File: src/rtl/add_pg_pipe.sv
// Pipelined WIDTH-bit add/subtract with group propagate/generate.
// One BLK_W-bit block is resolved per stage; the block carry is registered between stages.
module add_pg_pipe #(
    parameter int WIDTH = 32,
    parameter int BLK_W = 16
) (
    input  logic             clk,
    input  logic             rst,
    input  logic             in_valid,
    output logic             in_ready,
    input  logic [WIDTH-1:0] val1,
    input  logic [WIDTH-1:0] val2,
    input  logic             carry_in,
    input  logic             sub,
    output logic             out_valid,
    input  logic             out_ready,
    output logic [WIDTH-1:0] val_out,
    output logic             carry_out,
    output logic             prop_out,
    output logic             gen_out,
    output logic             overflow
);

    localparam int NUM_BLK = WIDTH / BLK_W;

    if ((WIDTH % BLK_W) != 0) begin : g_bad_width
        $error("add_pg_pipe: WIDTH must be a multiple of BLK_W");
    end

    // Layer 0 holds the accepted operands; layer k+1 holds the result of stage k.
    // Layer NUM_BLK is the output register set.
    logic             r_vld [NUM_BLK+1];
    logic [WIDTH-1:0] r_a   [NUM_BLK];
    logic [WIDTH-1:0] r_b   [NUM_BLK];
    logic [WIDTH-1:0] r_sum [NUM_BLK+1];
    logic             r_c   [NUM_BLK+1];
    logic             r_p   [NUM_BLK+1];
    logic             r_g   [NUM_BLK+1];
    logic             r_ovf;

    logic [BLK_W:0]   w_add  [NUM_BLK];
    logic [BLK_W:0]   w_gen  [NUM_BLK];
    logic             w_p    [NUM_BLK];
    logic [WIDTH-1:0] w_nsum [NUM_BLK];
    logic             w_cmsb;
    logic             w_adv;

    assign w_adv     = !r_vld[NUM_BLK] || out_ready;
    assign in_ready  = w_adv;
    assign out_valid = r_vld[NUM_BLK];
    assign val_out   = r_sum[NUM_BLK];
    assign carry_out = r_c[NUM_BLK];
    assign prop_out  = r_p[NUM_BLK];
    assign gen_out   = r_g[NUM_BLK];
    assign overflow  = r_ovf;

    always_comb begin
        for (int k = 0; k < NUM_BLK; k++) begin
            w_add[k] = {1'b0, r_a[k][k*BLK_W +: BLK_W]}
                     + {1'b0, r_b[k][k*BLK_W +: BLK_W]}
                     + {{BLK_W{1'b0}}, r_c[k]};
            // block generate is the carry-out with a zero carry-in
            w_gen[k] = {1'b0, r_a[k][k*BLK_W +: BLK_W]}
                     + {1'b0, r_b[k][k*BLK_W +: BLK_W]};
            w_p[k]   = &(r_a[k][k*BLK_W +: BLK_W] ^ r_b[k][k*BLK_W +: BLK_W]);
            w_nsum[k] = r_sum[k];
            w_nsum[k][k*BLK_W +: BLK_W] = w_add[k][BLK_W-1:0];
        end
        w_cmsb = w_add[NUM_BLK-1][BLK_W-1]
               ^ r_a[NUM_BLK-1][WIDTH-1]
               ^ r_b[NUM_BLK-1][WIDTH-1];
    end

    always_ff @(posedge clk) begin
        if (rst) begin
            for (int s = 0; s <= NUM_BLK; s++) begin
                r_vld[s] <= 1'b0;
                r_sum[s] <= '0;
                r_c[s]   <= 1'b0;
                r_p[s]   <= 1'b0;
                r_g[s]   <= 1'b0;
            end
            for (int s = 0; s < NUM_BLK; s++) begin
                r_a[s] <= '0;
                r_b[s] <= '0;
            end
            r_ovf <= 1'b0;
        end else if (w_adv) begin
            r_vld[0] <= in_valid;
            r_a[0]   <= val1;
            r_b[0]   <= sub ? ~val2 : val2;
            r_c[0]   <= sub | carry_in;
            r_sum[0] <= '0;
            r_p[0]   <= 1'b1;
            r_g[0]   <= 1'b0;
            for (int k = 0; k < NUM_BLK; k++) begin
                r_vld[k+1] <= r_vld[k];
                r_sum[k+1] <= w_nsum[k];
                r_c[k+1]   <= w_add[k][BLK_W];
                r_p[k+1]   <= r_p[k] & w_p[k];
                r_g[k+1]   <= w_gen[k][BLK_W] | (w_p[k] & r_g[k]);
            end
            for (int k = 1; k < NUM_BLK; k++) begin
                r_a[k] <= r_a[k-1];
                r_b[k] <= r_b[k-1];
            end
            r_ovf <= w_cmsb ^ w_add[NUM_BLK-1][BLK_W];
        end
    end

endmodule

File: config.mk
export PLATFORM = sky130hd
export DESIGN_NAME = add_pg_pipe
export DESIGN_NICKNAME = d
export VERILOG_FILES = /design/src/rtl/add_pg_pipe.sv
export SDC_FILE = /design/constraint.sdc
export NUM_CORES = 1
export LEC_CHECK = 0
export CAP_MARGIN = 30
export CORE_MARGIN = 1.5
export CORE_UTILIZATION = 61
export CTS_CLUSTER_DIAMETER = 100
export DETAILED_ROUTE_END_ITERATION = 16
export PLACE_DENSITY = 0.87
export SLEW_MARGIN = 20
export SYNTH_ARGS = -nofsm -noshare
export SYNTH_HDL_FRONTEND = slang
export SYNTH_SLANG_ARGS = --single-unit
export TNS_END_PERCENT = 30
File: constraint.sdc
create_clock -name clk -period 9.2 [get_ports clk]
set_input_delay 1.84 -clock clk [delete_from_list [all_inputs] [get_ports clk]]
set_output_delay 1.84 -clock clk [all_outputs]
set_load 0.005 [all_outputs]
==> run summary <==
status - finished clean
Max Clock Skew - 0.008491 ns
Synth cell types - 64
critical setup path kind - in -> out
clock network power share - 39.1%
peak supply drop - 0.1024 mV
full die area - 14730 sq um
post-synthesis sequential area ratio - 54.69%
ranking of synthesized cells by area - edfxtp_1 54%, and2_1 7.0%, xnor2_1 6.1%, ha_1 5.3%, nor2_1 3.6%
root buffer cell - clkbuf_16
Syn Inst Count - 730
Clock Tree Buf Depth - 2
Post-synth EDFFs - 155
vias in the first global route - 5095
Yosys warnings - 0
Overflow after GRT - 0
Fin Hold WS - 0.5138 ns
FF-to-FF setup slack - 5.52 ns
via count - 5486
logic gate share of total power - 15.8%
Die W - 121.4 um
CP Data Arrival Time - 2.96 ns
R2R depth - 13
drt via density - 5.541
final setup violation count - 0
CP Launch Point - out_ready
minimum clock period - 4.796 ns
WHS Endpoint - r_b[0][61]$_SDFFCE_PN0P_
clock sinks - 156
worst-path fanout max - 3
internal power - 0.001480 W
All-Layer GR Usage - 21.82%
post_cts resized - 0
total power - 0.001930 W
setup TNS - 0 ns
# H-tree levels - 4
sequential power share - 45.1%
Core Box Area - 13770 sq um
DR WL/cell - 15.40 um
postcts setup bufs - 0
Final HPWL DP - 10.76 mm
CTS tree - yes
slew margin rel. - 38.20%
Worst-Skew Late Latency - 0.43 ns
mapped cell area - 8547 sq um
pins over their slew limit - 0
first-pass GRT wire length - 24.65 mm
hold_buf cts - 0
hold depth - 1
Final Net Count - 906
P_sw - 0.0004502 W
reg2reg end - overflow$_SDFFE_PP0P_
Worst Tran Pin Value - 0.9271 ns
Setup crit start kind - input pin
worst hold start - r_b[0][29]$_SDFFCE_PN0P_
mean post-synth cell area - 11.71 sq um
syn nets - 838
# rows - 43
number of diodes - 0
non-filler cells, final - 990
Main synth FF type - edfxtp_1
crit end category - output pin
reg2reg start - r_b[0][48]$_SDFFCE_PN0P_
Seq cells post-synth - 156
Final Wtd Congestion - 0.9068
total wire length - 15.24 mm
Clock transition at path regs - 0.06 ns
Num CTS Buffers - 17
Net Sw Frac - 23.32%
final period utilization - 52.13%
Buffers on Ports - 107
initial antenna violation count - 0
Final Hold Fails - 0
worst min-delay path category - reg -> reg
Max Fclk - 208.5 MHz
Leak - 4.050 nW
Critical Path RT - 7.36 ns
post-synth top area cell - edfxtp_1
I/O Pins - 108
placed insts - 959
top cell type's share of synthesized area - 54.46%
Post-synth ARST share - 0%
number of max-cap violations - 0
starting density of the core - 62.05%
Area Overhead vs Synth - 19.15%
post-route ant nets - 0
DR DRC count - 0
drt first-iter violations - 413
final design utilization - 73.94%
pin count of the biggest net entering global routing - 67
fraction of layout instances using a drive strength above 1 - 7.778%
pwr dens - 189.6 nW/um^2
setup repair after global routing missed its margin - no
Die Y-Extent - 121.4 um
drt pass-1 iters - 5
worst max-delay path, stage by stage:
cell and delay (ns):
clkdlybuf4s50_1 0.45, nand2b_1 0.15, clkdlybuf4s50_1 0.52
Yosys cell counts (5+ instances only):
library cell	number
nor2b_1	5
and3_1	7
and2_1	96
inv_1	17
nor2_1	82
edfxtp_1	155
clkbuf_1	16
or2_2	6
a21oi_1	31
xor2_1	19
nand3_1	13
nor3_1	7
buf_4	33
a21o_1	11
a31oi_1	5
xnor2_1	60
nand4_1	11
o21ai_0	9
nand2b_1	8
ha_1	36
nand2_1	22
buf_1	8
final cells by class:
class	instances	area (sq um)
clock inverters	13	216.5
inverters	18	72.57
clock buffers	18	429.2
repair buffers	111	1121
well taps	180	225.2
multi-input cells	494	3445
flip-flops and latches	156	4674
fillers	924	3590
power by group through the flow:
stage	Combinational [W]	Sequential (W)	Clock, W
2_1_floorplan	0.000213	0.000878	0
3_3_place_gp	0.000286	0.000882	0
3_5_place_dp	0.000299	0.000885	0
4_1_cts	0.000303	0.000871	0.000762
5_1_grt	0.000332	0.000877	0.000786
6_report	0.000304	0.000871	0.000756
metrics by stage:
stage	instance area, sq um	worst slack (ns)
5_1_grt	10180	4.336
3_5_place_dp	9538	4.404
6_report	10180	4.404
2_1_floorplan	8547	3.653
4_1_cts	10180	4.395
3_3_place_gp	9498	4.403
state kept, by name (all words and copies together), names as in the netlist:
name      flops
r_a          48
r_b          48
r_sum        48
r_c           3
r_p           3
r_vld         3
r_g           2
overflow      1
how the worst max path moves through the flow:
stage                              endpoint  cells past startpoint
floorplan           r_a[0][0]$_SDFFCE_PN0P_                      3
global placement                   in_ready                      3
detailed placement                 in_ready                      3
CTS                                in_ready                      3
global route                       in_ready                      3
finish                             in_ready                      3
cells by family after synthesis:
logic type               count (synthesis)  synth area share, %
AO/OA/AOI/OAI                           94                7.759
XOR/XNOR                                81                8.549
adder cells (fa/ha/maj)                 38                5.739
buffers and inverters                   80                5.036
flip-flops                             156                54.69
multiplexers                             2               0.2635
AND/OR/NAND/NOR                        279                17.96
layout by cell type, fill, tap and decap left out, types with 4 or more instances in the layout:
master and count:
and3_1 7, inv_1 16, nand2_1 22, nor3_1 7, clkbuf_16 17, a311oi_1 4, ha_1 36, a21oi_1 31
a31oi_1 5, and2_1 96, or2_2 6, nand2b_1 7, o21bai_1 4, or3_1 4, clkdlybuf4s50_1 106, nand3_1 13
a21o_1 11, nor2_1 82, xor2_1 19, xnor2_1 60, edfxtp_1 155, nand4_1 11, o211ai_1 4, o21ai_0 9
bufinv_16 5, nor2b_1 5
metal layers:
metal,vias up,wire length (um),GRT usage [%]
li1,2689,-,-
met1,2539,6757,28.89
met2,216,7186,34.64
met3,42,866,4.699
met4,0,433,10.00
met5,-,0,0
(Power assumes the default switching activity.)
